--- src/rtl/page_bridge_pkg.sv ---
// Shared types and helpers for the page stream bridge.
package page_bridge_pkg;

  typedef enum logic [1:0] {
    ST_RUN   = 2'd0,
    ST_DRAIN = 2'd1,
    ST_HALT  = 2'd2
  } bridge_state_t;

  function automatic int clog2(input int value);
    int r;
    r = 0;
    for (int i = 0; i < 31; i++) begin
      if ((32'sd1 <<< i) < value) r = i + 1;
    end
    return r;
  endfunction

endpackage

--- src/rtl/page_bridge_fifo.sv ---
// Single-clock FIFO with registered head; pointers carry one extra wrap bit.
module page_bridge_fifo
  import page_bridge_pkg::*;
#(
  parameter int WIDTH = 32,
  parameter int DEPTH = 4
) (
  input  logic             clk,
  input  logic             reset,
  input  logic             wr_vld,
  output logic             wr_ack,
  input  logic [WIDTH-1:0] wr_data,
  output logic             rd_vld,
  input  logic             rd_ack,
  output logic [WIDTH-1:0] rd_data
);

  localparam int AW = clog2(DEPTH);

  logic [AW:0]      r_wr_ptr;
  logic [AW:0]      r_rd_ptr;
  logic [WIDTH-1:0] r_mem [DEPTH];
  logic             w_full;
  logic             w_empty;
  logic             w_push;
  logic             w_pop;

  assign w_full  = (r_wr_ptr[AW] != r_rd_ptr[AW]) &&
                   (r_wr_ptr[AW-1:0] == r_rd_ptr[AW-1:0]);
  assign w_empty = (r_wr_ptr == r_rd_ptr);

  // Ack depends only on occupancy, so a pop in a full cycle does not raise it.
  assign wr_ack  = ~w_full;
  assign rd_vld  = ~w_empty;
  assign rd_data = r_mem[r_rd_ptr[AW-1:0]];

  assign w_push = wr_vld & ~w_full;
  assign w_pop  = rd_ack & ~w_empty;

  always_ff @(posedge clk or posedge reset) begin
    if (reset) begin
      r_wr_ptr <= '0;
      r_rd_ptr <= '0;
      for (int i = 0; i < DEPTH; i++) r_mem[i] <= '0;
    end else begin
      if (w_push) begin
        r_mem[r_wr_ptr[AW-1:0]] <= wr_data;
        r_wr_ptr                <= r_wr_ptr + 1'b1;
      end
      if (w_pop) r_rd_ptr <= r_rd_ptr + 1'b1;
    end
  end

endmodule

--- src/rtl/page_stream_bridge.sv ---
// Per-channel FIFO bridge between leaf interface and kernel with pause/drain control.
// Optional per-channel saturating transfer counters when PAGE_BRIDGE_STATS_EN is defined.
module page_stream_bridge
  import page_bridge_pkg::*;
#(
  parameter int PAYLOAD_BITS  = 32,
  parameter int NUM_IN_PORTS  = 1,
  parameter int NUM_OUT_PORTS = 1,
  parameter int FIFO_DEPTH    = 4
) (
  input  logic                                  clk,
  input  logic                                  reset,
  input  logic                                  pause_req,
  output logic                                  paused,
  input  logic [NUM_IN_PORTS*PAYLOAD_BITS-1:0]  in_data_i,
  input  logic [NUM_IN_PORTS-1:0]               in_vld_i,
  output logic [NUM_IN_PORTS-1:0]               in_ack_o,
  output logic [NUM_IN_PORTS*PAYLOAD_BITS-1:0]  in_data_o,
  output logic [NUM_IN_PORTS-1:0]               in_vld_o,
  input  logic [NUM_IN_PORTS-1:0]               in_ack_i,
  input  logic [NUM_OUT_PORTS*PAYLOAD_BITS-1:0] out_data_i,
  input  logic [NUM_OUT_PORTS-1:0]              out_vld_i,
  output logic [NUM_OUT_PORTS-1:0]              out_ack_o,
  output logic [NUM_OUT_PORTS*PAYLOAD_BITS-1:0] out_data_o,
  output logic [NUM_OUT_PORTS-1:0]              out_vld_o,
  input  logic [NUM_OUT_PORTS-1:0]              out_ack_i
`ifdef PAGE_BRIDGE_STATS_EN
  ,
  output logic [(NUM_IN_PORTS+NUM_OUT_PORTS)*32-1:0] stat_words
`endif
);

  bridge_state_t r_state;
  bridge_state_t w_state_nxt;

  logic [NUM_IN_PORTS-1:0]  w_in_fifo_ack;
  logic [NUM_OUT_PORTS-1:0] w_out_fifo_ack;
  logic                     w_in_open;
  logic                     w_out_open;
  logic                     w_all_empty;

  assign w_in_open   = (r_state == ST_RUN);
  assign w_out_open  = (r_state != ST_HALT);
  assign w_all_empty = ~(|in_vld_o) & ~(|out_vld_o);
  assign paused      = (r_state == ST_HALT);

  assign in_ack_o  = w_in_fifo_ack & {NUM_IN_PORTS{w_in_open}};
  assign out_ack_o = w_out_fifo_ack & {NUM_OUT_PORTS{w_out_open}};

  genvar g;
  generate
    for (g = 0; g < NUM_IN_PORTS; g++) begin : g_in
      page_bridge_fifo #(.WIDTH(PAYLOAD_BITS), .DEPTH(FIFO_DEPTH)) u_fifo (
        .clk     (clk),
        .reset   (reset),
        .wr_vld  (in_vld_i[g] & w_in_open),
        .wr_ack  (w_in_fifo_ack[g]),
        .wr_data (in_data_i[g*PAYLOAD_BITS +: PAYLOAD_BITS]),
        .rd_vld  (in_vld_o[g]),
        .rd_ack  (in_ack_i[g]),
        .rd_data (in_data_o[g*PAYLOAD_BITS +: PAYLOAD_BITS])
      );
    end
    for (g = 0; g < NUM_OUT_PORTS; g++) begin : g_out
      page_bridge_fifo #(.WIDTH(PAYLOAD_BITS), .DEPTH(FIFO_DEPTH)) u_fifo (
        .clk     (clk),
        .reset   (reset),
        .wr_vld  (out_vld_i[g] & w_out_open),
        .wr_ack  (w_out_fifo_ack[g]),
        .wr_data (out_data_i[g*PAYLOAD_BITS +: PAYLOAD_BITS]),
        .rd_vld  (out_vld_o[g]),
        .rd_ack  (out_ack_i[g]),
        .rd_data (out_data_o[g*PAYLOAD_BITS +: PAYLOAD_BITS])
      );
    end
  endgenerate

  // Releasing pause_req wins over reaching empty while draining.
  always_comb begin
    w_state_nxt = r_state;
    case (r_state)
      ST_RUN:   if (pause_req) w_state_nxt = ST_DRAIN;
      ST_DRAIN: begin
        if (!pause_req)      w_state_nxt = ST_RUN;
        else if (w_all_empty) w_state_nxt = ST_HALT;
      end
      ST_HALT:  if (!pause_req) w_state_nxt = ST_RUN;
      default:  w_state_nxt = ST_RUN;
    endcase
  end

  always_ff @(posedge clk or posedge reset) begin
    if (reset) r_state <= ST_RUN;
    else       r_state <= w_state_nxt;
  end

`ifdef PAGE_BRIDGE_STATS_EN
  localparam int NCH = NUM_IN_PORTS + NUM_OUT_PORTS;

  logic [NCH-1:0] w_xfer;
  logic [31:0]    r_stat [NCH];

  assign w_xfer = {out_vld_o & out_ack_i, in_vld_i & in_ack_o};

  generate
    for (g = 0; g < NCH; g++) begin : g_stat
      always_ff @(posedge clk or posedge reset) begin
        if (reset)                                 r_stat[g] <= '0;
        else if (w_xfer[g] && (r_stat[g] != '1))   r_stat[g] <= r_stat[g] + 32'd1;
      end
      assign stat_words[g*32 +: 32] = r_stat[g];
    end
  endgenerate
`endif

endmodule

--- config.mk ---
export PLATFORM = sky130hd
export DESIGN_NAME = page_stream_bridge
export DESIGN_NICKNAME = d
export VERILOG_FILES = /design/src/rtl/page_bridge_pkg.sv /design/src/rtl/page_bridge_fifo.sv /design/src/rtl/page_stream_bridge.sv
export SDC_FILE = /design/constraint.sdc
export NUM_CORES = 1
export LEC_CHECK = 0
export ABC_AREA = 1
export ABC_CLOCK_PERIOD_IN_PS = 9200
export CAP_MARGIN = 20
export CORE_AREA = 2 2 185 187
export CTS_CLUSTER_SIZE = 30
export DETAILED_ROUTE_END_ITERATION = 10
export DIE_AREA = 0 0 187 189
export PLACE_DENSITY_LB_ADDON = 0.12
export SYNTH_ARGS = -nofsm -noshare
export SYNTH_HDL_FRONTEND = slang
export SYNTH_SLANG_ARGS = --single-unit
--- constraint.sdc ---
create_clock -name clk -period 9.2 [get_ports clk]
set_input_delay 0.92 -clock clk [delete_from_list [all_inputs] [get_ports clk]]
set_output_delay 0.92 -clock clk [all_outputs]
set_load 0.01 [all_outputs]
## After elaboration in Yosys (flattened, before gate mapping)

Cells that the tools add are included.

- Register bits: 270
- Latch bits: 0
- RAM bits: 0
- Bits in read-only memories: 0
- Input port bits: 71
- Output and inout port bits: 69
- Logic and storage cells: 75
- Memories: 0

- $add $sub $neg: 4
- Multipliers: 0
- Div/mod/pow operators: 0
- Magnitude comparators: 6
- Equality and inequality tests: 12
- Shift-type cells: 0
- Mux-type cells: 17
- Bitwise logic cells: 17
- Reductions and logical operators: 6

Operators with widths:

| kind | count |
|---|---|
| bitwise mux 128 bit | 2 |
| two-way mux 32 bit | 6 |
| binary-select mux 32 bit (select 2 bit) | 2 |
| demux 32 bit (select 2 bit) | 2 |
| adder 3 x 1 -> 3 bit, second input constant | 4 |
| greater-or-equal comparator 3 bit, second input constant | 4 |
| inverter 2 -> 3 bit | 4 |
| AND 1 bit | 9 |
| two-way mux 2 bit | 4 |
| equality test 3 bit | 2 |
| < comparator 3 x 1 -> 1 bit, second input constant | 2 |
| != test 2 bit, second input constant | 3 |
| one-hot mux 2 bit (3 select lines) | 1 |
| equality test 2 bit | 2 |
| logical AND 1 bit | 4 |
| inverter 1 bit | 4 |
| != test 3 bit, second input constant | 1 |
| AND reduction 3 bit | 1 |
| equality test 2 x 1 -> 1 bit, second input constant | 1 |
| equality test 2 bit, second input constant | 1 |
| zero test 2 bit | 1 |
| != test 1 bit | 2 |

## Longest topological paths before layout

- Depth in word-level cells: 6
- Mapped depth: 9
- Mapped depth without buffers: 8

## Modules after synthesis

From an unflattened synthesis, not the netlist that was laid out.

- Cells, all modules: 1,632
- Area total of the unflattened synthesis: 13,206.4 µm²

Modules (own cells, without submodules):

| module | instances | cells an instance | area an instance (µm²) | sequential area each (µm²) |
|---|---|---|---|---|
| page_bridge_fifo | 2 | 805 | 6,535.0 | 3,353.2 |
| page_stream_bridge | 1 | 22 | 136.4 | 50.0 |

## Least setup slack after synthesis

OpenSTA, ideal clock, no wires.

- Path type: register -> output
- Start point: reg g_in[0].u_fifo.r_rd_ptr[0]
- End point: out in_data_o[12]
- Data arrival time: 1,365 ps
- Required time: 8,280 ps
- Path slack: 6,915 ps
- Stages on the path, launching flop included: 7
- Buffers on the path: 3
- Cell sequence: dfrtp_1 > buf_2 > inv_1 > buf_2 > clkbuf_1 > nor2_1 > o22ai_1

- Cells in the longest elaborated chain, start to end: 4

Ends and longest elaborated chain:

| item | RTL line | source |
|---|---|---|
| start: declaration | page_bridge_fifo.sv:21 | `logic [AW:0] r_rd_ptr;` |
| start signal: assignment | page_bridge_fifo.sv:50 | `if (w_pop) r_rd_ptr <= r_rd_ptr + 1'b1;` |
| inverter 2 -> 3 bit (implied by the code) | page_bridge_fifo.sv:35 | `assign rd_data = r_mem[r_rd_ptr[AW-1:0]];` |
| binary-select mux 32 bit (select 2 bit) | page_bridge_fifo.sv:35 |  |
| two-way mux 32 bit (implied by the code) (2 in a row) | page_bridge_fifo.sv:35 |  |
| end: declaration | page_stream_bridge.sv:18 | `output logic [NUM_IN_PORTS*PAYLOAD_BITS-1:0] in_data_o,` |

No other way between the ends. The select of a mux whose other input is x is not followed.

## Worst setup path in the final report

- Start point: reg g_in[0].u_fifo.r_rd_ptr[1]
- End point: out in_ack_o

- Cells in the longest elaborated chain, start to end: 4

Ends and longest elaborated chain:

| item | RTL line | source |
|---|---|---|
| equality test 2 bit | page_bridge_fifo.sv:29 | `(r_wr_ptr[AW-1:0] == r_rd_ptr[AW-1:0]);` |
| logical AND 1 bit | page_bridge_fifo.sv:28 | `assign w_full = (r_wr_ptr[AW] != r_rd_ptr[AW]) &&` |
| inverter 1 bit | page_bridge_fifo.sv:33 | `assign wr_ack = ~w_full;` |
| AND 1 bit | page_stream_bridge.sv:47 | `assign in_ack_o = w_in_fifo_ack & {NUM_IN_PORTS{w_in_open}};` |
| end: declaration | page_stream_bridge.sv:17 | `output logic [NUM_IN_PORTS-1:0] in_ack_o,` |

No other way between the ends.

==> parameters.txt <==
Parameter                              Value

Worst setup path
  Capturing instance or port of the critical path    in_ack_o
  Reg2reg path depth    9
  Reg-to-reg critical path startpoint    g_out[0].u_fifo.r_rd_ptr[0]$_DFFE_PP0P_
  CP endpoint kind    output pin
  Worst-case register-to-register setup slack    between 5000 and 6000 ps
  Cell type with the highest occurrence count on the critical path    nand2_1
  Worst stage delay on the critical path    600 ps
  CP Data Required Time    8280 ps
  Worst setup path start    g_in[0].u_fifo.r_rd_ptr[1]$_DFFE_PP0P_
  Slowest cell on the critical path    buf_4
  Startpoint-to-endpoint class of the critical path    flop to output pin
  Critical path, cell by cell    inv_2 -> nand2_1 -> nand2_1 -> nand3_4 -> buf_4 -> nand3b_1 -> inv_1 -> clkdlybuf4s50_1
  Nature of the critical path startpoint    flop
  Maximum fanout along the worst path    89
  Worst Path Arrival    roughly 3600 ps
  Reg-to-Reg End    g_out[0].u_fifo.r_mem[7]$_DFFE_PP0P_

Min path
  Source of the worst hold timing path    g_in[0].u_fifo.r_mem[72]$_DFFE_PP0P_
  Type of the most critical hold path    flop to flop
  Worst Hold Depth    2

Synthesis
  Syn nets    approximately 1.7k
  Total standard cell area after synthesis    13200 µm²
  Post-synthesis average cell area    8.11 µm²
  Syn Inst Count    1627
  Synthesis-stage register bit count    270
  Count of different cell masters after synthesis    25
  Portion of the post-synthesis area used by sequential elements    0.512
  Number of warnings printed during yosys synthesis    0

Pwr
  Internal Pwr Total    between 3000 and 4000 µW
  Sequential Power Share    0.330
  Overall power consumption    roughly 6000 µW
  Clk network pwr share    0.195
  Share of power burned in combinational logic    0.475
  Sw power    2630 µW
  Switching fraction of total power    0.425
  Peak VDD IR    0.000217 V
  Leakage Power    0.00753 µW
  Power density relative to cell area    396 nW/µm²

Final layout
  Ratio of cells with drive above 1 in the final layout    0.0545
  Fill cells    3347
  Most common library cell in the layout ignoring fill and taps    nand2_1
  Antenna diodes    0
  Nets    1746
  Layout overhead on the synthesized area    18.5%
  Top library cells by usage in the layout, fill and taps aside    nand2_1 (559), dfrtp_1 (268), nand4_1 (259)

STA
  Relative max-transition margin    0.287
  Min Tclk post-route    4550 ps
  Setup-failing EPs final    0
  Unrepaired setup endpoints after global routing    no
  Final Max Tran Viols    0
  Maximum clock rate    220 MHz
  Fin Clk Skew    14.2 ps
  Slew @ Worst Pin    1070 ps
  Final clock period utilization by the worst path    0.494
  Hold Vio Cnt, Final    0
  Post-route setup TNS    0 ps

Floorplan
  Effective utilization at floorplan    0.396
  Number of rows in the core area    between 60 and 70
  I/O pins    140
  Die outline area    roughly 35000 µm²
  Die boundary height    189 µm
  Core Footprint    approximately 33000 µm²
  Die extent in x    about 190 µm

Clock tree
  Count of buffers added by post-CTS timing repair for setup    0
  Clock net sink count    270
  Clk buf depth    3
  Clock Tree Root    clkbuf_16
  Clock latency of the later-clocked register in the worst-skew pair    560 ps
  Clock transition at the registers of the reported paths    60 ps
  TritonCTS Buffers    30
  Clock tree from TritonCTS    built
  Hold Buf Count CTS    0
  Clock H-tree levels    1
  Post-cts sizing count    0

GRT
  Largest net degree at the start of global routing    155
  Aggregate global-route resource usage    0.228
  Residual overflow from global routing    0
  Via count of the first global-routing pass    11.7k
  Antenna violations before repair    0
  First-pass GRT wire length    65.8 mm

Detailed routing
  Vias per Instance    5.58
  Post-DRT Antenna Nets    0
  Detailed Route Iter0 Violations    820
  Number of search-and-repair iterations in the first detailed-routing pass    5
  Detailed-route wire length per cell    19.1 µm
  Detailed-route DRC error count    0
  Post-detailed-routing wire length    40.7 mm
  Total vias in the final route    11.9k

Status
  Run status    complete, no violations

Place
  Number of I/O port buffers    139
  Routability congestion estimate from global placement    0.761
  Detailed Place HPWL    20.9 mm

Run
  Max cap viols    0
## cell families after synthesis
group | count (synthesis) | share of synthesized area
buffers and inverters | 174 | 0.0635
flip-flops | 270 | 0.512
XOR/XNOR | 4 | 0.00322
AND/OR/NAND/NOR | 975 | 0.332
AO/OA/AOI/OAI | 194 | 0.0797
adder cells (fa/ha/maj) | 10 | 0.00948
## Yosys cell counts
library cell	count	area, µm²
xnor2_1	2	17.5
nor2_1	132	495
clkbuf_1	68	255
ha_1	10	125
o21ai_0	129	646
buf_8	1	15.0
buf_4	7	52.6
buf_1	7	26.3
xnor2_2	1	16.3
xor2_1	1	8.76
inv_1	15	56.3
dfrtp_1	270	6760
nand4_1	259	1620
nand3_1	15	75.1
buf_2	64	320
nand3b_1	1	7.51
o21ai_1	1	5.00
inv_2	3	11.3
o22ai_1	64	400
nand3_2	6	60.1
buf_6	9	101
nor3b_1	1	7.51
nor2_2	1	6.26
nor2_4	1	11.3
nand2_1	559	2100
## worst max-delay path: cells and delay by family (launching register included)
family                 cells  cell delay [ps]
DFF                        1              390
and+or+nand+nor            4              970
buffers and inverters      4             1640
## through the flow
step           cell area [µm²]  std cells  utilization  hold slack, ps  setup WS, ps
5_1_grt                  15600       2135        0.470             478          4410
3_3_place_gp             14600       2079        0.438             448          4940
3_5_place_dp             14600       2079        0.438             453          4900
6_report                 15600       2135        0.470             465          4650
2_1_floorplan            13200       1627            -             437           841
4_1_cts                  15600       2133        0.468             467          4660
## metal layers
metal | track usage | up-vias | routed length [µm]
met5 | 0 | - | 0
met4 | 0.0589 | 0 | 888
met3 | 0.0278 | 60 | 2040
met2 | 0.387 | 331 | 19500
met1 | 0.310 | 5870 | 18300
li1 | - | 5662 | -
## how the worst min path moves through the flow
| stage | to | slack, ps |
|---|---|---|
| 3_3_place_gp | g_out[0].u_fifo.r_mem[70]$_DFFE_PP0P_ | 450 |
| 2_1_floorplan | g_in[0].u_fifo.r_mem[32]$_DFFE_PP0P_ | 440 |
| 3_5_place_dp | g_in[0].u_fifo.r_mem[63]$_DFFE_PP0P_ | 450 |
| 5_1_grt | g_out[0].u_fifo.r_mem[95]$_DFFE_PP0P_ | 480 |
| 6_report | g_in[0].u_fifo.r_mem[72]$_DFFE_PP0P_ | 460 |
| 4_1_cts | g_in[0].u_fifo.r_mem[63]$_DFFE_PP0P_ | 470 |
## state kept, by name, summed over array words and instances (netlist names)
name                   count
g_in.u_fifo.r_mem        128
g_out.u_fifo.r_mem       128
g_in.u_fifo.r_rd_ptr       3
g_in.u_fifo.r_wr_ptr       3
g_out.u_fifo.r_rd_ptr      3
g_out.u_fifo.r_wr_ptr      3
r_state                    2
## power by group through the flow
stage	Sequential (µW)	Clock [µW]	Combinational, µW
CTS	2040	1230	2940
global placement	2040	0	2900
detailed placement	2050	0	2930
floorplan	1970	0	1850
finish	2040	1210	2940
global route	2110	1280	3250
## cell type report
class / count / area (µm²) / share of cell area
Sequential cell: 270 / 6760 / 0.432
Clock inverter: 9 / 73.8 / 0.00472
Inverter: 18 / 75.1 / 0.00480
Multi-Input combinational cell: 1183 / 5640 / 0.361
Clock buffer: 45 / 918 / 0.0588
Tap cell: 448 / 561 / 0.0359
Timing Repair Buffer: 162 / 1610 / 0.103
Power figures use the tool's default switching activity.
